## config.mk

```make
export PLATFORM = sky130hd
export DESIGN_NAME = seed_loader
export DESIGN_NICKNAME = d
export VERILOG_FILES = /design/src/rtl/seed_loader.sv
export SDC_FILE = /design/constraint.sdc
export NUM_CORES = 1
export LEC_CHECK = 0
export CAP_MARGIN = 20
export CORE_MARGIN = 10
export CORE_UTILIZATION = 48
export DETAILED_ROUTE_END_ITERATION = 8
export PLACE_DENSITY = 0.75
export REMOVE_ABC_BUFFERS = 1
export SKIP_CTS_REPAIR_TIMING = 1
export SLEW_MARGIN = 20
export SYNTH_ARGS = -nofsm -noshare
export SYNTH_HDL_FRONTEND = slang
export SYNTH_SLANG_ARGS = --single-unit
export TNS_END_PERCENT = 50
```

## constraint.sdc

```tcl
create_clock -name clk -period 2.7 [get_ports clk]
set_clock_uncertainty 0.2 [all_clocks]
set_input_delay 0.27 -clock clk [delete_from_list [all_inputs] [get_ports clk]]
set_output_delay 0.27 -clock clk [all_outputs]
set_load 0.005 [all_outputs]
```

## src/rtl/seed_loader.sv

```systemverilog
// seed_loader: assembles a ROWSxCOLS Life seed from a valid/ready row stream,
// commits it with a one-cycle pulse and drives CONTROL's run switch.
module seed_loader #(
    parameter int ROWS    = 8,
    parameter int COLS    = 8,
    parameter int TIMEOUT = 16
) (
    input  logic                     clk,
    input  logic                     reset,
    input  logic                     start,
    input  logic                     stop,
    input  logic [COLS-1:0]          row_data,
    input  logic                     row_valid,
    output logic                     row_ready,
    output logic [ROWS*COLS-1:0]     seed,
    output logic                     seed_valid,
    output logic                     run,
    output logic                     busy,
    output logic [$clog2(ROWS):0]    row_count,
    output logic                     error
);
    localparam int RW = $clog2(ROWS) + 1;
    localparam int IW = $clog2(ROWS);
    localparam int TW = $clog2(TIMEOUT);

    typedef enum logic [1:0] {IDLE, LOAD, RUN} state_t;

    state_t               state;
    logic [ROWS*COLS-1:0] shadow;
    logic [TW-1:0]        idle_cnt;
    logic [IW-1:0]        row_idx;
    logic                 accept;

    assign busy      = state == LOAD;
    assign row_ready = busy;
    assign accept    = row_valid & row_ready;
    assign row_idx   = row_count[IW-1:0];

    always_ff @(posedge clk or negedge reset) begin
        if (!reset) begin
            state      <= IDLE;
            seed       <= '0;
            shadow     <= '0;
            seed_valid <= 1'b0;
            run        <= 1'b0;
            row_count  <= '0;
            error      <= 1'b0;
            idle_cnt   <= '0;
        end else begin
            seed_valid <= 1'b0;
            case (state)
                IDLE: if (start && !stop) begin
                    state     <= LOAD;
                    row_count <= '0;
                    shadow    <= '0;
                    idle_cnt  <= '0;
                    error     <= 1'b0;
                end
                LOAD: if (stop) begin
                    state <= IDLE;
                end else if (start) begin
                    row_count <= '0;
                    shadow    <= '0;
                    idle_cnt  <= '0;
                end else if (accept) begin
                    shadow[row_idx*COLS +: COLS] <= row_data;
                    row_count <= row_count + 1'b1;
                    idle_cnt  <= '0;
                    if (row_count == RW'(ROWS - 1)) begin
                        seed       <= {row_data, shadow[(ROWS-1)*COLS-1:0]};
                        seed_valid <= 1'b1;
                        run        <= 1'b1;
                        state      <= RUN;
                    end
                // this idle edge is the one that takes the count to TIMEOUT-1
                end else if (idle_cnt == TW'(TIMEOUT - 2)) begin
                    state <= IDLE;
                    error <= 1'b1;
                end else begin
                    idle_cnt <= idle_cnt + 1'b1;
                end
                RUN: if (stop) begin
                    state <= IDLE;
                    run   <= 1'b0;
                end else if (start) begin
                    state     <= LOAD;
                    run       <= 1'b0;
                    row_count <= '0;
                    shadow    <= '0;
                    idle_cnt  <= '0;
                    error     <= 1'b0;
                end
                default: state <= IDLE;
            endcase
        end
    end
endmodule

```

==> metrics.txt, run 1 <==
Root Buffer clkbuf_16; CTS clk-pin slew, worst paths around 50 ps; Gate power share 5.1%; post-synthesis compound-gate area fraction 11.1%; Critical Path RT 2790 ps; Flop pwr share 45.9%; hpwl dp about 8800 um; post-route ant nets 0; n_diodes 0; largest net degree at the start of global routing just under 60; Post-Syn Area 0.00550 sq mm; Crit Path Class reg2reg; outcome completed; Worst-Skew Late Latency 410 ps; Final Hold Viols 0; share of synthesized registers carrying an async set or reset 100%; fin crit share between 90% and 100%; # IOs 86; initial antenna violation count 0; count of final setup violators 0; mean post-synth cell area 14.0 sq um; RR Endpoint shadow[53]; MaxCap Viol Count 0; Initial Utilization around half; top cell type by total area after synthesis dfrtp_1; GRT overflow 0; I/O Buffers 85; Max stage delay on crit path 470 ps; crit-path leading delay family simple AND/OR/NAND/NOR gates; Top Metal Used met4; clock power share between 40% and 50%; met1 WL 5530 um; DR iter-0 viols 284; post-layout util 62.9%; switch share between 20% and 30%; leak pwr 3.41 nW; top cells by instance count after synthesis 133 x dfrtp_1, 42 x a22o_1, 30 x mux2_4, 28 x mux2_1, 20 x o21ai_0; unrepaired setup endpoints after global routing no; reg-to-reg startpoint row_count[2]; number of synthesized flops with an enable pin 0; Area growth, synth to finish 29.6%; Yosys warning total 0; DIE AREA roughly 0.016 sq mm; sequential element share of the synthesized area 60.5%; Bufs on Longest Clock Path 2; Final Non-Filler Cells 652; CTS sink cnt 133; most numerous cell in the Yosys netlist dfrtp_1; post-synthesis cell type count 49; GPL Wtd Cong 0.846; vias in the first global route 3,924; Post-Synth Adder-Cell Area 1.37%; Final nets 516; Bufs and invs on worst path 1; multiplexer share of the synthesized area 15.5%; fmax 404 MHz; Worst R2R Setup Slack 230 ps; PwrDens 618 mW/mm^2; maximum vdd drop 0.329 mV; Max Slew Vio Count 0; worst hold path class in2async; Simple-Gate Fraction of Synth Area 8.03%; first-pass GRT wire length 21,200 um; via count 3,623; Yosys top cell area share ~60%; CTS tree yes; Yosys reg bits 133; core area between 0.01 and 0.015 sq mm; total power 0.00440 W; cell-internal power 0.00343 W; TritonCTS Buffers 17; die height about 130 um; post-placement cell count 620; setup TNS 0 ps; critical path's slowest cell dfrtp_1; Pre-Repair DR Iteration Count 5; CP Launch Type flip-flop; Crit. End Element flip-flop; met3 routed WL between 700 and 800 um; All-Layer GR Usage 16.4%; WP data arrival 2560 ps; share of layout cells above drive strength 1 between 15 and 20%; largest family of logic cells by synthesized area multiplexers; slew at the pin with the worst max-slew slack 718 ps; worst reg-to-reg path cell count 6; crit-path cells inv_1 > ha_1 > or3b_1 > nor3_1 > o21ai_1 > a22o_1; site row count 39; drt drc 0; Die X 127 um; Post-Synthesis Cells roughly 390; ys flop type dfrtp_1; Avg WL per Cell 19.7 um; fin crit period around 2500 ps; CTS H-Tree Depth 4; drt total wl about 13,000 um; Via-to-Cell Ratio around 5.6; worst relative slew slack 52.1%; largest cells by area after synthesis dfrtp_1 61%, mux2_4 8.2%, a22o_1 6.7%, mux2_1 5.7%, o21ai_0 1.8%; switching pwr 0.000966 W; post-synthesis xor/xnor area fraction 0.159%; WL met2 6400 um; total of fill cells in the finished design 851; CP Max Fanout 8
[cells by family after synthesis]
kind of cell               Yosys count
DFF                                133
AOI/OAI and AO/OA                   83
and+or+nand+nor                     76
muxes                               66
buffers and inverters               29
adders and majority gates            6
xor gates and xnor gates             1
[worst max-delay path by stage]
stage | slack (ps) | cells after the start | start | end
detailed placement | 100 | 7 | stop | seed[44]
global placement | 160 | 7 | stop | seed[53]
finish | 230 | 6 | row_count[2] | shadow[53]
floorplan | -720 | 5 | row_count[0] | seed[28]
global route | 100 | 6 | row_count[2] | shadow[53]
CTS | 250 | 7 | row_count[0] | shadow[53]
[layout by cell type, fill, tap and decap left out, drive strengths merged, types with 3 or more instances in the layout]
master         Yosys  layout
dfrtp            133     133
clkdlybuf4s50      0      84
mux2              64      64
a22o              42      42
o21ai             23      23
clkbuf             3      23
buf               19      21
nand2             18      18
nand3             16      16
nor2              13      13
nor3               8       8
a21oi              7       7
ha                 6       6
inv                6       6
clkinv             1       4
clkinvlp           0       4
nand2b             4       4
a21o               3       3
[power groups by stage]
| stage | clock network [W] | registers (W) | logic, W |
|---|---|---|---|
| 6_report | 0.00216 | 0.00202 | 0.000226 |
| 3_3_place_gp | 0 | 0.00205 | 0.000217 |
| 2_1_floorplan | 0 | 0.00205 | 0.0000817 |
| 3_5_place_dp | 0 | 0.00205 | 0.000224 |
| 5_1_grt | 0.00228 | 0.00202 | 0.000250 |
| 4_1_cts | 0.00218 | 0.00202 | 0.000225 |
[stage by stage]
stage               setup WS [ps]  hold slack (ps)  instance area (sq um)
global route                  101              249                   7120
global placement              162             95.4                   6550
detailed placement           98.1             98.9                   6550
finish                        228              195                   7120
floorplan                    -719             -226                   5350
CTS                           251             -337                   7110
[registers in the layout (all words and copies together), names as in the netlist]
| name | flops |
|---|---|
| shadow | 56 |
| run | 1 |
| state | 2 |
| row_count | 4 |
| seed | 64 |
| error | 1 |
| seed_valid | 1 |
| idle_cnt | 4 |
[layout make-up]
type	count	area, sq um	share of cell area, %
clock buffer	23	488	6.85
clock inverter	8	75.1	1.05
inverter	7	27.5	0.386
multi-input combinational	232	1990	28.0
sequential	133	3330	46.7
tap	143	179	2.51
timing repair buffer	106	1030	14.5
[metal layers]
layer	vias up	global-route usage (%)
met5	-	0
met4	0	5.76
met3	12	5.38
met2	98	26.4
met1	1866	20.2
li1	1647	-
(Power assumes the default switching activity.)
==> run 2: changes to the inputs <==
--- a/config.mk
+++ b/config.mk
@@ -9,7 +9,7 @@
 export CORE_MARGIN = 10
 export CORE_UTILIZATION = 48
 export DETAILED_ROUTE_END_ITERATION = 8
-export PLACE_DENSITY = 0.75
+export PLACE_DENSITY_LB_ADDON = 0.12
 export REMOVE_ABC_BUFFERS = 1
 export SKIP_CTS_REPAIR_TIMING = 1
 export SLEW_MARGIN = 20
==> run 2 against run 1 <==
Compared with the run above: clock power rose by 2%; sequential power about the same; non-clock buffer count is 4 higher; die area unchanged; critical path type unchanged; largest cell class unchanged; largest power group unchanged.
==> metrics.txt, run 2 (same netlist as run 1, synthesis figures left out) <==
GPL Wtd Cong 0.851 (was 0.846); DIE AREA 0.0161 sq mm (unchanged); CP Launch Type flip-flop (unchanged); worst relative slew slack 58.4% (was 52.1%); initial antenna violation count 0 (unchanged); Worst-Skew Late Latency 410 ps (about the same); PwrDens 622 mW/mm^2 (was 618 mW/mm^2); Crit Path Class reg2reg (unchanged); pre-CTS WS 138 ps (was 98.1 ps); leak pwr 3.44 nW (was 3.41 nW); Crit. End Element flip-flop (unchanged); fin crit period 2390 ps (was 2470 ps); most common cell after layout, fill and taps aside dfrtp_1 (unchanged); Root Buffer clkbuf_16 (unchanged); Largest regs seed: 64 flops, shadow: 56 flops (unchanged); max reg flops 64 (unchanged); CTS tree yes (unchanged); CTS clk-pin slew, worst paths 60 ps (was 50 ps); CP Max Fanout 27 (was 8); setup TNS 0 ps (unchanged); I/O Buffers 85 (unchanged); via count 3,497 (was 3,623); count of final setup violators 0 (unchanged); drt total wl 12,600 um (was 12,800 um); total power 0.00445 W (was 0.00440 W); setup ws final 314 ps (was 228 ps); largest net degree at the start of global routing 65 (was 58); core area 0.0113 sq mm (unchanged); fmax 419 MHz (was 404 MHz); Pre-Repair DR Iteration Count 5 (unchanged); hpwl dp 8670 um (was 8750 um); post-route ant nets 0 (unchanged); MaxCap Viol Count 0 (unchanged); DR iter-0 viols 248 (was 284); first-pass GRT wire length 20,900 um (was 21,200 um); fin crit share 88.4% (was 91.6%); GRT overflow 0 (unchanged); Final nets 520 (was 516); WP data arrival 2470 ps (was 2560 ps); maximum vdd drop 0.301 mV (was 0.329 mV); Bufs on Longest Clock Path 2 (unchanged); # IOs 86 (unchanged); Area growth, synth to finish 30.2% (was 29.6%); Die X 127 um (unchanged); slew at the pin with the worst max-slew slack 624 ps (was 718 ps); worst hold path class in2async (unchanged); unrepaired setup endpoints after global routing no (unchanged); vias in the first global route 3,858 (was 3,924); Top reg by flops seed (unchanged); leading cell types in the layout, fill and taps excluded 133 x dfrtp_1, 84 x clkdlybuf4s50_1, 42 x a22o_1 (unchanged); n_diodes 0 (unchanged); Via-to-Cell Ratio 5.33 (was 5.56); drt drc 0 (unchanged); Initial Utilization 48.6% (unchanged); Max Slew Vio Count 0 (unchanged); CTS H-Tree Depth 4 (unchanged); outcome completed (unchanged); TritonCTS Buffers 17 (unchanged); Critical Path RT 2780 ps (was 2790 ps); CTS sink cnt 133 (unchanged); share of layout cells above drive strength 1 19.7% (was 19.3%); site row count 39 (unchanged); Avg WL per Cell 19.1 um (was 19.7 um); All-Layer GR Usage 16.2% (was 16.4%); Final Hold Viols 0 (unchanged); die height 127 um (unchanged)
-- run 2: cell count changes in the layout (fill, tap and decap cells not counted) --
cell	previous run	this run
buf_4	19	23
clkbuf_8	4	2
clkinvlp_4	4	2
bufinv_16	1	2
clkbuf_1	2	3
clkinv_2	4	5
clkinv_4	0	1
-- run 2: worst paths after layout --
kind | from | endpoint | slack, ps | depth (start not counted)
setup / recovery | state[0] | seed[49] | 310 | 7
hold / removal | reset | seed[59] | 190 | 2
setup reg to reg | state[0] | seed[49] | 310 | 7
hold reg to reg | seed[48] | seed[48] | 280 | 1
max in group asynchronous | reset | state[1] | 1320 | 3
min in group clk | seed[48] | seed[48] | 280 | 1
-- run 2: area by class of cell --
class,instances,area [sq um]
Tap cell,143,179
Multi-Input combinational cell,232,1990
Inverter,7,27.5
Sequential cell,133,3330
Timing Repair Buffer,110,1060
Clock inverter,9,104
Clock buffer,22,464
Fill cell,895,4160
-- run 2: layer usage --
metal	track usage [%]	wire (um)	up-vias
met5	0	0	-
met4	6.03	204	0
met3	5.17	666	13
met2	24.8	5890	78
met1	20.9	5790	1756
li1	-	-	1650
-- run 2: critical path, cell delays in order (launching register included) --
cell and delay [ps]:
dfrtp_1 560, nand2b_4 120, clkinv_2 100, nand3_4 70, or3_2 500, inv_2 140
buf_12 200, mux2_1 350
-- run 2: per-stage QoR --
| stage | utilization (%) | hold WS (ps) | instances | area [sq um] |
|---|---|---|---|---|
| floorplan | - | -226 | 372 | 5350 |
| global placement | 58.1 | 77.3 | 624 | 6580 |
| detailed placement | 58.1 | 86.8 | 624 | 6580 |
| CTS | 63.1 | -343 | 655 | 7150 |
| global route | 63.2 | 232 | 656 | 7160 |
| finish | 63.2 | 188 | 656 | 7160 |
-- run 2: power by group --
group | total [W] | switching (W) | internal [W]
registers | 0.00202 | 0.0000115 | 0.00201
logic | 0.000228 | 0.000150 | 0.0000778
clock network | 0.00221 | 0.000809 | 0.00140
total | 0.00445 | 0.000971 | 0.00348
